## src/rtl/ahb_matrix_pkg.sv

```systemverilog
// ahb_matrix_pkg
//   Shared AHB-lite definitions for the bus matrix input stages, output stages
//   and per-slave arbiters.
//   - htrans_t : HTRANS transfer type codes
//   - hburst_t : HBURST burst type codes
//   - burst_beats(hburst) : number of beats of a fixed-length burst,
//     0 for undefined-length INCR
package ahb_matrix_pkg;

    typedef enum logic [1:0] {
        HTRANS_IDLE   = 2'b00,
        HTRANS_BUSY   = 2'b01,
        HTRANS_NONSEQ = 2'b10,
        HTRANS_SEQ    = 2'b11
    } htrans_t;

    typedef enum logic [2:0] {
        HBURST_SINGLE = 3'b000,
        HBURST_INCR   = 3'b001,
        HBURST_WRAP4  = 3'b010,
        HBURST_INCR4  = 3'b011,
        HBURST_WRAP8  = 3'b100,
        HBURST_INCR8  = 3'b101,
        HBURST_WRAP16 = 3'b110,
        HBURST_INCR16 = 3'b111
    } hburst_t;

    localparam int BURST_CNT_W = 4;

    function automatic logic [4:0] burst_beats(input logic [2:0] hburst);
        logic [4:0] beats;
        beats = 5'd0;
        case (hburst)
            HBURST_SINGLE:               beats = 5'd1;
            HBURST_INCR:                 beats = 5'd0;
            HBURST_WRAP4,  HBURST_INCR4: beats = 5'd4;
            HBURST_WRAP8,  HBURST_INCR8: beats = 5'd8;
            default:                     beats = 5'd16;
        endcase
        return beats;
    endfunction

endpackage

```

## src/rtl/ahb_arb_burst_cnt.sv

```systemverilog
// ahb_arb_burst_cnt
//   Tracks the burst in progress on one matrix output stage so the arbiter
//   never moves the grant in the middle of a burst.
//   Ports:
//     HCLK, HRESETn   clock, asynchronous active-low reset
//     HREADY          slave HREADYOUT; all state advances only when high
//     HTRANS, HBURST  transfer type / burst type of the selected port
//     grant_new       arbiter is handing the slave to a different port
//     hold            1 = arbitration must not happen on this HREADY edge
//     burst_hold      registered status: a burst is currently in progress
//   Fixed-length bursts use a 4-bit beat down-counter; undefined-length INCR
//   uses a flag that stays set through SEQ/BUSY beats.
module ahb_arb_burst_cnt
    import ahb_matrix_pkg::*;
(
    input  logic       HCLK,
    input  logic       HRESETn,
    input  logic       HREADY,
    input  logic [1:0] HTRANS,
    input  logic [2:0] HBURST,
    input  logic       grant_new,
    output logic       hold,
    output logic       burst_hold
);

    logic [BURST_CNT_W-1:0] cnt;
    logic [BURST_CNT_W-1:0] cnt_nxt;
    logic                   incr;
    logic                   incr_nxt;
    logic [4:0]             beats;
    logic                   hold_nxt;

    always_comb begin
        beats    = burst_beats(HBURST);
        cnt_nxt  = cnt;
        incr_nxt = incr;
        case (HTRANS)
            HTRANS_NONSEQ: begin
                // every NONSEQ starts a new burst; SINGLE loads 0 (no hold)
                if (beats == 5'd0) begin
                    cnt_nxt  = '0;
                    incr_nxt = 1'b1;
                end else begin
                    cnt_nxt  = BURST_CNT_W'(beats - 5'd1);
                    incr_nxt = 1'b0;
                end
            end
            HTRANS_SEQ: begin
                if (cnt != '0) begin
                    cnt_nxt = cnt - 4'd1;
                end
            end
            HTRANS_BUSY: begin
                // master paused inside the burst: keep everything
            end
            default: begin
                // IDLE terminates any burst, counted or INCR
                cnt_nxt  = '0;
                incr_nxt = 1'b0;
            end
        endcase
        hold_nxt = (cnt_nxt != '0) | incr_nxt;
    end

    // hold looks at the state after this edge so the last SEQ beat, an early
    // IDLE or an INCR-ending NONSEQ re-arbitrates in the same cycle
    assign hold       = HREADY ? hold_nxt : burst_hold;
    assign burst_hold = (cnt != '0) | incr;

    always_ff @(posedge HCLK or negedge HRESETn) begin
        if (!HRESETn) begin
            cnt  <= '0;
            incr <= 1'b0;
        end else if (HREADY) begin
            if (grant_new) begin
                // burst state belongs to the previous owner
                cnt  <= '0;
                incr <= 1'b0;
            end else begin
                cnt  <= cnt_nxt;
                incr <= incr_nxt;
            end
        end
    end

endmodule

```

## src/rtl/ahb_matrix_arbiter_nport.sv

```systemverilog
// ahb_matrix_arbiter_nport
//   Per-slave arbiter for the AHB-lite bus matrix output stage. Selects one
//   of NUM_PORTS masters, changing the selection only on HREADY_out and never
//   inside a fixed-length or active INCR burst. One instance per slave port.
//   Build option: ARB_ROUND_ROBIN_EN
//     defined   -> round-robin search starting at last granted port + 1
//     undefined -> fixed priority, port 0 highest; no pointer register
//   Ports:
//     HCLK, HRESETn  clock, asynchronous active-low reset
//     req            per-port level request from the input stages
//     HREADY_out     HREADYOUT of the slave behind this output stage
//     HSEL_out       output-stage HSEL of the selected port
//     HTRANS_out     output-stage HTRANS of the selected port
//     HBURST_out     output-stage HBURST of the selected port
//     port_sel       0 = no port, k+1 = port k granted
//     port_nosel     1 = no port selected, output stage drives IDLE
//     burst_hold     1 = grant frozen by an ongoing burst
module ahb_matrix_arbiter_nport
    import ahb_matrix_pkg::*;
#(
    parameter int NUM_PORTS = 3,
    parameter int SEL_W     = $clog2(NUM_PORTS + 1)
) (
    input  logic                 HCLK,
    input  logic                 HRESETn,
    input  logic [NUM_PORTS-1:0] req,
    input  logic                 HREADY_out,
    input  logic                 HSEL_out,
    input  logic [1:0]           HTRANS_out,
    input  logic [2:0]           HBURST_out,
    output logic [SEL_W-1:0]     port_sel,
    output logic                 port_nosel,
    output logic                 burst_hold
);

    logic             hold;
    logic             arb_en;
    logic             grant_new;
    logic [SEL_W-1:0] win_code;

    ahb_arb_burst_cnt u_burst_cnt (
        .HCLK       (HCLK),
        .HRESETn    (HRESETn),
        .HREADY     (HREADY_out),
        .HTRANS     (HTRANS_out),
        .HBURST     (HBURST_out),
        .grant_new  (grant_new),
        .hold       (hold),
        .burst_hold (burst_hold)
    );

    assign arb_en    = HREADY_out & ~hold;
    assign grant_new = arb_en & (win_code != port_sel);

`ifdef ARB_ROUND_ROBIN_EN
    localparam int PTR_W = $clog2(NUM_PORTS);

    logic [PTR_W-1:0]       rr_ptr;
    logic [PTR_W-1:0]       rr_ptr_nxt;
    logic [2*NUM_PORTS-1:0] req_dbl;
    logic [NUM_PORTS-1:0]   req_rot;
    int                     win_idx;

    // rotate req so the pointer port sits at bit 0, then take the lowest bit
    always_comb begin
        req_dbl  = {req, req} >> rr_ptr;
        req_rot  = req_dbl[NUM_PORTS-1:0];
        win_code = '0;
        win_idx  = 0;
        for (int i = NUM_PORTS - 1; i >= 0; i--) begin
            if (req_rot[i]) begin
                win_idx = int'(rr_ptr) + i;
                if (win_idx >= NUM_PORTS) begin
                    win_idx = win_idx - NUM_PORTS;
                end
                win_code = SEL_W'(win_idx + 1);
            end
        end
        // winner k -> pointer (k+1) mod NUM_PORTS; win_code already holds k+1
        rr_ptr_nxt = (int'(win_code) >= NUM_PORTS) ? '0 : PTR_W'(win_code);
    end

    always_ff @(posedge HCLK or negedge HRESETn) begin
        if (!HRESETn) begin
            rr_ptr <= '0;
        end else if (arb_en && (|req)) begin
            rr_ptr <= rr_ptr_nxt;
        end
    end
`else
    always_comb begin
        win_code = '0;
        for (int i = NUM_PORTS - 1; i >= 0; i--) begin
            if (req[i]) begin
                win_code = SEL_W'(i + 1);
            end
        end
    end
`endif

    always_ff @(posedge HCLK or negedge HRESETn) begin
        if (!HRESETn) begin
            port_sel   <= '0;
            port_nosel <= 1'b1;
        end else if (arb_en) begin
            port_sel   <= win_code;
            port_nosel <= ~(|req) & ~HSEL_out;
        end
    end

endmodule

```

## config.mk

```make
export PLATFORM = sky130hd
export DESIGN_NAME = ahb_matrix_arbiter_nport
export DESIGN_NICKNAME = d
export VERILOG_FILES = /design/src/rtl/ahb_matrix_pkg.sv /design/src/rtl/ahb_arb_burst_cnt.sv /design/src/rtl/ahb_matrix_arbiter_nport.sv
export SDC_FILE = /design/constraint.sdc
export NUM_CORES = 1
export LEC_CHECK = 0
export ABC_CLOCK_PERIOD_IN_PS = 2900
export CORE_AREA = 4 4 41 43
export CTS_CLUSTER_DIAMETER = 30
export DETAILED_ROUTE_END_ITERATION = 12
export DIE_AREA = 0 0 45 47
export PLACE_DENSITY = 0.7
export SYNTH_ARGS = -nofsm -noshare
export SYNTH_HDL_FRONTEND = slang
export SYNTH_SLANG_ARGS = --single-unit
```

## constraint.sdc

```tcl
create_clock -name HCLK -period 2.9 [get_ports HCLK]
set_clock_uncertainty 0.1 [all_clocks]
set_input_delay 0.87 -clock HCLK [delete_from_list [all_inputs] [get_ports HCLK]]
set_output_delay 0.87 -clock HCLK [all_outputs]
set_load 0.1 [all_outputs]
```

; ---- Word level (Yosys, flattened, before mapping)
; Index checks and enable logic that the tools add are counted.
; Widths: inputs -> output; s select.
[totals]
register_bits = 8
out_inout_bits = 4
[op_classes]
n_addsub = 2
eq_ne = 9
mux = 12
bitwise_logic = 8
n_reduce_logical = 8
[ops]
columns = cell, count
row1 = $pmux 5 s4, 1
row2 = $mux 4, 3
row3 = $pmux 4 s3, 1
row4 = $reduce_bool 4->1, 2
row5 = $sub 4x1->4 const B, 2
row6 = $eq 3x2->1 const B, 2
row7 = $eq 3x3->1 const B, 2
row8 = $mux 2, 3
row9 = $reduce_or 2->1, 3
row10 = $logic_not 5->1, 1
row11 = $eq 2x2->1 const B, 2
row12 = $and 1x1->1, 3
row13 = $eq 3x1->1 const B, 1
row14 = $logic_not 3->1, 1
row15 = $mux 1, 3
row16 = $not 1->1, 3
row17 = $reduce_or 3->1, 1
row18 = $eq 2x1->1 const B, 1
row19 = $ne 2x2->1, 1
row20 = $or 1x1->1, 2
row21 = $pmux 1 s2, 1

; ---- Logic depth before layout (Yosys ltp)
; Gate-level depths: netlist of run 1.
[depth]
ltp_word = 13
depth_mapped = 7
ltp_nobuf = 7

; ---- By module
; From an unflattened synthesis of run 1, not the netlist that was laid out.
[hier_totals]
hier_cells = 69
hier_area_um2 = 604.3
[by_module_without_submodules]
columns = module, n_inst, cells_per_inst, area_per_inst_um2, seq_area_each_um2
row1 = ahb_arb_burst_cnt, 1, 49, 427.9, 125.1
row2 = ahb_matrix_arbiter_nport, 1, 20, 176.4, 76.3

; ---- Worst setup path before layout of run 1
; No wires, ideal clock.
[synth_timing]
path_kind = reg-to-output
from = reg u_burst_cnt.cnt[0]
to = out burst_hold
arrival_time_ns = 1.452
required_ns = 1.930
setup_slack_ns = 0.478
stages_incl_launch_ff = 5
n_path_buf = 0
path_cell_list = dfrtp_1 inv_1 ha_1 nor3b_1 nand2_1
[synth_between]
elab_chain_cells = 2
[synth_lines]
columns = item, line
row1 = start: declaration, ahb_arb_burst_cnt.sv:26  ; logic [BURST_CNT_W-1:0] cnt;
row2 = start signal: assignment, ahb_arb_burst_cnt.sv:80  ; cnt <= cnt_nxt;
row3 = $reduce_bool 4->1, ahb_arb_burst_cnt.sv:68  ; assign burst_hold = (cnt != '0) | incr;
row4 = $or 1x1->1, ahb_arb_burst_cnt.sv:68
row5 = end: declaration, ahb_matrix_arbiter_nport.sv:33  ; output logic burst_hold
; Every way passes these cells.

; ---- Worst setup path after layout of run 1
; Same ends and word-level chain as after synthesis.

==> impl_metrics.tcl, run 1 <==
set metrics [dict create \
    status "finished clean" \
    fill_cells 109 \
    seq_area_um2 201 \
    synth_commonest_cells "dfrtp_1 (7), nor2_1 (7), inv_1 (6), nand2_1 (6), a21oi_1 (4)" \
    detail_route.first_pass.iterations 4 \
    ys_seq_elements 8 \
    finalMaxSlewViolations 0 \
    hold_viol 0 \
    clk_transition_reported_paths_ns 0.06 \
    cp_slowest_cell "dfrtp_1" \
    arrival_ns 1.60 \
    io_buffers 15 \
    dieArea_um2 2120 \
    cp_data_required_time_ns 1.93 \
    dieHeight_um 47 \
    place_congestion 0.894 \
    synthArstFlopShare_pct 100 \
    crit_path_max_incr_delay_ns 0.40 \
    finalSetupViolations 0 \
    yosys-top-cells-area "dfrtp_1 (31%), mux2_4 (5.3%), dfstp_2 (4.7%), nor2_1 (4.7%), nand4b_4 (4.2%)" \
    yosys.area.top_type_share_pct 31.1 \
    powerDensity_nw_per_um2 661 \
    grt_max_degree 10 \
    crit_path_end_kind "output pin" \
    nNetsFinal 101 \
    leakagePower_nw 0.353 \
    syn_area_per_cell_um2 8.66 \
    antenna_found_initial 0 \
    layout-drive-gt1-share_pct 23.0 \
    antennaDiodeCount 0 \
    grt_pass1_wl_um 2010 \
    cts_tree "yes" \
    tns_ns 0 \
    yosys_warnings 0 \
    clock_latency_ns 0.25 \
    root_buffer "clkbuf_4" \
    coreArea_um2 1300 \
    synth_nets 78 \
    post-cts-setup-buffers 0 \
    rsz0062_at_grt "false" \
    postCtsHoldBufs 0 \
    syn-cell-area_um2 563 \
    synth-main-ff-cell "dfrtp_1" \
    period_share_pct 88.5 \
    routed_wl_um 1250 \
    worstPathMaxFanout 4 \
    fmax_mhz 390 \
    slew_headroom_pct 74.6 \
    hold_path.class "flop to flop" \
    via_count 547 \
    cts.path.max_buffers 2 \
    synth_cell_types 32 \
    synth_edf_count 0 \
    worstSetupPathType "flop to output pin" \
    yosys.area.top_type "dfrtp_1" \
    rows 13 \
    worst_pin_slew_ns 0.376 \
    io_pins 16 \
    max-vdd-ir-drop_mv 0.416 \
    drtIter0Drc 16 \
    ant_nets 0 \
    yosysSeqAreaShare_pct 35.8 \
    drc 0 \
    cts_buffers 3 \
    die_x_um 45 \
    area_delta_synth_final_pct 40.2 \
    routedWlPerCell_um 12.2 \
    viasPerCell 5.36 \
    syn_inst 65 \
    dp_slack_ns 0.113 \
    cts_max_level 1 \
    period_minus_slack_ns 2.57 \
    setup_ws_ns 0.334 \
    place_hpwl_um 1040 \
    grt_usage_pct 13.4 \
    post_cts_resized 0 \
    grt_overflow 0 \
    multi_input_area_um2 330 \
    cp_cell_sequence "inv_1 > ha_1 > nor3b_1 > nand2_1 > buf_12" \
    drv_cap 0 \
    start_kind "flop" \
    initial_utilization_pct 43.3 \
    cts_sinks 8 \
    grt_pass1_vias 491 \
]
logic make-up after synthesis:
group                      after synthesis  synth area share (%)
and+or+nand+nor                         29                  32.2
AOI/OAI and AO/OA                       16                  17.1
buffers and inverters                    8                  5.55
DFF                                      8                  35.8
muxes                                    3                  7.11
adders and majority gates                1                  2.22
per-layer routing:
metal | vias to the layer above | GRT usage (%) | share of wire (%)
met5 | - | 0 | 0
met4 | 0 | 1.75 | 0
met3 | 0 | 6.90 | 6.4
met2 | 15 | 22.0 | 48
met1 | 251 | 16.2 | 46
li1 | 281 | - | -
placed cells by master (no fill, tap or decap), types with 2 or more instances in the layout:
cell / instances
inv_1: 6
clkdlybuf4s50_1: 11
nor2b_1: 2
o21ai_0: 3
mux2_4: 2
nor2_1: 7
nor3_1: 3
a21oi_1: 4
nand2_1: 6
clkbuf_4: 3
o21ai_1: 3
dfrtp_1: 7
buf_4: 8
registers in the layout (all words and copies together) (netlist names):
register,count
u_burst_cnt.cnt,4
port_sel,2
port_nosel,1
u_burst_cnt.incr,1
worst max-delay path, delay by kind of cell (launching register included):
family                     cells  cell delay [ns]
buffers and inverters          2             0.29
DFF                            1             0.40
adders and majority gates      1             0.21
and+or+nand+nor                2             0.44
through the flow:
step / std cells / utilization (%) / hold WS (ns) / total power [mW] / cell area, um2
2_1_floorplan: 65 / - / 0.429 / 0.356 / 563
3_3_place_gp: 98 / 58.7 / 0.406 / 0.432 / 763
3_5_place_dp: 98 / 58.7 / 0.401 / 0.431 / 763
4_1_cts: 102 / 60.7 / 0.419 / 0.528 / 790
5_1_grt: 102 / 60.7 / 0.444 / 0.549 / 790
6_report: 102 / 60.7 / 0.418 / 0.522 / 790
where the power goes:
| group | total, mW | leakage, nW | switching (mW) | internal, mW |
|---|---|---|---|---|
| Clock | 0.0933 | 0.0150 | 0.0405 | 0.0528 |
| Sequential | 0.154 | 0.0966 | 0.0177 | 0.137 |
| Combinational | 0.274 | 0.241 | 0.185 | 0.0899 |
| Total | 0.522 | 0.353 | 0.243 | 0.279 |
final cells by class:
| cell class | instances | share of cell area, % |
|---|---|---|
| Clock buffer | 4 | 3.33 |
| Multi-Input combinational cell | 49 | 41.8 |
| Timing Repair Buffer | 20 | 24.1 |
| Sequential cell | 8 | 25.5 |
| Inverter | 6 | 2.85 |
| Tap cell | 15 | 2.38 |
worst paths after layout:
path | startpoint | to | slack [ns] | cells past startpoint
setup / recovery | u_burst_cnt.cnt[0] | burst_hold | 0.33 | 5
hold / removal | port_sel[1] | port_sel[1] | 0.42 | 1
setup reg to reg | u_burst_cnt.cnt[0] | port_sel[1] | 0.70 | 7
hold reg to reg | port_sel[1] | port_sel[1] | 0.42 | 1
max in group asynchronous | HRESETn | port_nosel | 1.60 | 1
min in group asynchronous | HRESETn | u_burst_cnt.incr | 0.79 | 1
Power figures use the tool's default switching activity.
==> run 2, diff against run 1 <==
--- a/config.mk
+++ b/config.mk
@@ -10,7 +10,7 @@
 export CTS_CLUSTER_DIAMETER = 30
 export DETAILED_ROUTE_END_ITERATION = 12
 export DIE_AREA = 0 0 45 47
-export PLACE_DENSITY = 0.7
+export PLACE_DENSITY = 0.72
 export SYNTH_ARGS = -nofsm -noshare
 export SYNTH_HDL_FRONTEND = slang
 export SYNTH_SLANG_ARGS = --single-unit
==> run 2 against run 1 <==
  * Routed wire length increased by 5.5%
  * First-iteration DRC count decreased by 44%
  * Sequential power about the same
  * Sequential share of layout area increased by 0.49 points
  * Via count increased by 0.37%
  * Non-clock buffer count decreased by 2
  * Maximum frequency decreased by 1.2%
  * Critical endpoint is now port_sel[1]
  * Highest routed layer is now met4
==> impl_metrics.tcl, run 2 (synthesis gave the netlist of run 1 again) <==
set metrics [dict create \
    reg2reg_to "port_sel[1]" \
    root_buffer "clkbuf_4" \
    clk_transition_reported_paths_ns 0.06 \
    routedWlPerCell_um 13.2 \
    antennaDiodeCount 0 \
    path_delay_family "buffers and inverters" \
    dieHeight_um 47 \
    io_pins 16 \
    setup_ws_ns 0.303 \
    period_minus_slack_ns 2.60 \
    p_switching_mw 0.246 \
    worst_pin_slew_ns 0.353 \
    p_sw_share_pct 47.1 \
    cts_tree "yes" \
    place_congestion 0.904 \
    max_flop_register "u_burst_cnt.cnt" \
    reg2reg_slack_ns 0.70 \
    drc 0 \
    largest_reg_flops 4 \
    crit_path_end_kind "flop" \
    hold_viol 0 \
    cts_max_level 1 \
    clkPwrFrac_pct 18.2 \
    worstPathMaxFanout 9 \
    detail_route.first_pass.iterations 4 \
    via_count 549 \
    cp_data_required_time_ns 2.94 \
    worstSetupEndpoint "port_sel[1]" \
    area_delta_synth_final_pct 37.6 \
    coreArea_um2 1300 \
    antenna_found_initial 0 \
    finalSetupViolations 0 \
    total_power_mw 0.522 \
    layout-drive-gt1-share_pct 21.2 \
    largestRegisters "u_burst_cnt.cnt x4, port_sel x2" \
    layout_common_cells "clkdlybuf4s50_1 (11), nor2_1 (7), dfrtp_1 (7)" \
    cts_buffers 3 \
    rr_worst_depth 7 \
    post-cts-setup-buffers 0 \
    seq_power_share_pct 29.8 \
    grt_overflow 0 \
    viasPerCell 5.49 \
    internal-power_mw 0.276 \
    cp_cell_sequence "clkdlybuf4s50_1 > nand2_1 > a32o_1 > a21oi_1 > nand4b_4 > mux2_4" \
    regToRegStartpoint "u_burst_cnt.cnt[0]" \
    leakagePower_nw 0.343 \
    whs_ns 0.425 \
    dp_slack_ns 0.0671 \
    dieArea_um2 2120 \
    grt_max_degree 10 \
    routed_wl_um 1320 \
    ant_nets 0 \
    crit_path_start "HTRANS_out[1]" \
    hold_path.class "flop to flop" \
    powerDensity_nw_per_um2 674 \
    postCtsHoldBufs 0 \
    slew_headroom_pct 76.1 \
    die_x_um 45 \
    finalMaxSlewViolations 0 \
    status "finished clean" \
    drv_cap 0 \
    cts_sinks 8 \
    cp_num_buf_inv 1 \
    initial_utilization_pct 43.3 \
    grt_usage_pct 14.7 \
    post_cts_resized 0 \
    cp.depth 6 \
    drtIter0Drc 9 \
    layout_commonest_cell "clkdlybuf4s50_1" \
    crit_path_max_incr_delay_ns 0.63 \
    tns_ns 0 \
    nNetsFinal 99 \
    clock_latency_ns 0.27 \
    cts.path.max_buffers 2 \
    max-vdd-ir-drop_mv 0.566 \
    io_buffers 15 \
    combPwrFrac_pct 52.0 \
    rsz0062_at_grt "false" \
    grt_pass1_vias 504 \
    rows 13 \
    cp_slowest_cell "clkdlybuf4s50_1" \
    fmax_mhz 385 \
    start_kind "input port" \
    grt_pass1_wl_um 2100 \
    worstSetupPathType "input port to flop" \
    arrival_ns 2.64 \
    period_share_pct 89.6 \
]
run 2: changes by cell type in the layout (fill, tap and decap cells not counted):
cell,before,now
buf_4,8,6
run 2: area by class of cell:
type | instances | area (um2)
well taps | 15 | 18.8
fillers | 133 | 527
flip-flops and latches | 8 | 201
multi-input cells | 49 | 330
inverters | 6 | 22.5
clock buffers | 4 | 26.3
repair buffers | 18 | 175
run 2: worst min-delay path, cell delays in order, from the launching register on:
cell and delay [ns]:
dfrtp_1 0.37, inv_1 0.05, mux2i_1 0.06
run 2: worst min-delay path by stage:
stage,depth (start not counted),from,slack (ns),end
global route,1,port_sel[1],0.44,port_sel[1]
CTS,2,port_sel[0],0.43,port_sel[0]
detailed placement,2,port_sel[0],0.42,port_sel[0]
finish,2,port_sel[0],0.43,port_sel[0]
global placement,1,port_sel[1],0.41,port_sel[1]
floorplan,2,u_burst_cnt.incr,0.43,u_burst_cnt.incr
run 2: metrics by stage:
| stage | cell area (um2) | cells | utilization [%] |
|---|---|---|---|
| 6_report | 774 | 100 | 59.5 |
| 5_1_grt | 774 | 100 | 59.5 |
| 4_1_cts | 774 | 100 | 59.5 |
| 3_5_place_dp | 748 | 96 | 57.5 |
| 3_3_place_gp | 748 | 96 | 57.5 |
| 2_1_floorplan | 563 | 65 | - |
run 2: power groups by stage:
stage          Combinational, mW  Sequential [mW]  Clock, mW
2_1_floorplan             0.0928            0.263          0
6_report                   0.271            0.155     0.0950
5_1_grt                    0.286            0.158      0.103
4_1_cts                    0.273            0.155     0.0990
3_3_place_gp               0.272            0.157          0
3_5_place_dp               0.273            0.157          0
run 2: routing by layer:
metal  vias up  GRT usage, %  wire length [um]
met5         -             0                 0
met2        16          23.7               636
li1        276             -                 -
met4         0          11.1                33
met1       253          15.3               566
met3         4          6.13                79
==> run 3, diff against run 2 <==
--- a/config.mk
+++ b/config.mk
@@ -10,6 +10,7 @@
 export CTS_CLUSTER_DIAMETER = 30
 export DETAILED_ROUTE_END_ITERATION = 12
 export DIE_AREA = 0 0 45 47
+export GPL_ROUTABILITY_DRIVEN = 1
 export PLACE_DENSITY = 0.72
 export SYNTH_ARGS = -nofsm -noshare
 export SYNTH_HDL_FRONTEND = slang
==> results of run 3 <==
Final layout, timing and power as in run 2 (identical DEF).
==> variant: new RTL, config.mk and constraints of run 1 <==
Set the parameter `NUM_PORTS` to 6 (it was 3).
--- a/src/rtl/ahb_matrix_arbiter_nport.sv
+++ b/src/rtl/ahb_matrix_arbiter_nport.sv
@@ -18,7 +18,7 @@
 module ahb_matrix_arbiter_nport
     import ahb_matrix_pkg::*;
 #(
-    parameter int NUM_PORTS = 3,
+    parameter int NUM_PORTS = 6,
     parameter int SEL_W     = $clog2(NUM_PORTS + 1)
 ) (
     input  logic                 HCLK,
Ports: changed (resized port_sel and req); port bits go from 16 to 20. No check against the original RTL was run, so the function may have changed too.
==> variant against run 1 <==
Critical endpoint unchanged; worst hold slack got worse by 0.045 ns; non-clock buffer count increased by 2; maximum frequency decreased by 2.2%; cell area increased by 7.3%; largest cell class unchanged; die area unchanged; total power decreased by 0.96%; highest routed layer is now met4; via count increased by 10%; setup slack got worse by 0.058 ns; routed wire length increased by 11%; sequential cell count increased by 1; synthesized area increased by 6.4%.
==> variant: results (changes against run 1) <==
DP Worst Slack: 0.132 ns (+0.0189 ns)
# fillers: 111 (+1.8%)
Buffer share of cell area: 25.1% (+1.0 points)
Placed Instances: 105 (+7.1%)
Synth top cells by count: 8 x dfrtp_1, 7 x inv_1, 7 x nand2_1
Flip-flop and latch count: 9 (+1)
Clk cell area share: 3.10% (-0.23 points)
Vias in the first global route: 570 (+16%)
Gr usage total: 15.8% (+2.3 points)
Footprint of the multi-input gates: 337 um2 (+1.9%)
Internal power: 284 uW (+1.7%)
Biggest regs: u_burst_cnt.cnt x4, port_sel x3
Outcome: finished clean
GPL Wtd Cong: 0.867 (-3.1%)
Count of multi-input gates: 52 (+6.1%)
Syn_nets: 86 (+10%)
Drt initial violations: 7 (-9)
Seq/total area: 26.7% (+1.2 points)
P_leak: 0.364 nW (+3.2%)
Cells after Synth: 70 (+7.7%)
Signal buffers: 22 (+10%)
Combinational power: 256 uW (-7%)
Layout cells sized above 1: 18.1% (-4.9 points)
Highest routed layer: met4
Vias after detailed routing: 604 (+10%)
Worst Hold Depth: 2 (+1)
Peak supply drop: 0.456 mV (+9.5%)
Top cells by area, synth: dfrtp_1 33%, mux2_2 5.6%, dfstp_2 4.4%
Register area: 226 um2 (+12%)
Placed inst area: 821 um2 (+7.5%)
Via/cell ratio: 5.54 (+3.3%)
PortBufs: 19 (+4)
Sequential share of the synthesized area: 37.8% (+2.0 points)
Metal2 WL: 690 um (+16%)
Clk pwr: 92.6 uW (-0.8%)
Relative slew slack: 74.0% (-0.57 points)
CP arrival: 1.65 ns (+0.05 ns)
variant: logic make-up after synthesis:
| family | count (synthesis) | share of synthesized area [%] |
|---|---|---|
| buffers and inverters | 9 | 6.06 |
| muxes | 5 | 8.98 |
| DFF | 9 | 37.8 |
| AOI/OAI and AO/OA | 23 | 25.5 |
| adders and majority gates | 1 | 2.09 |
| and+or+nand+nor | 23 | 19.6 |
variant: worst paths after layout:
path	start	end	slack (ns)
setup reg to reg	u_burst_cnt.cnt[0]	port_sel[1]	0.53
min in group asynchronous	HRESETn	port_sel[2]	0.80
setup / recovery	u_burst_cnt.cnt[0]	burst_hold	0.28
max in group asynchronous	HRESETn	port_nosel	1.57
hold reg to reg	port_nosel	port_nosel	0.37
hold / removal	port_nosel	port_nosel	0.37
variant: critical path: stages, from the launching register on:
cell and delay (ns):
dfrtp_1 0.41, inv_1 0.11, ha_1 0.22, or2b_1 0.29
nand2b_1 0.19, buf_12 0.18
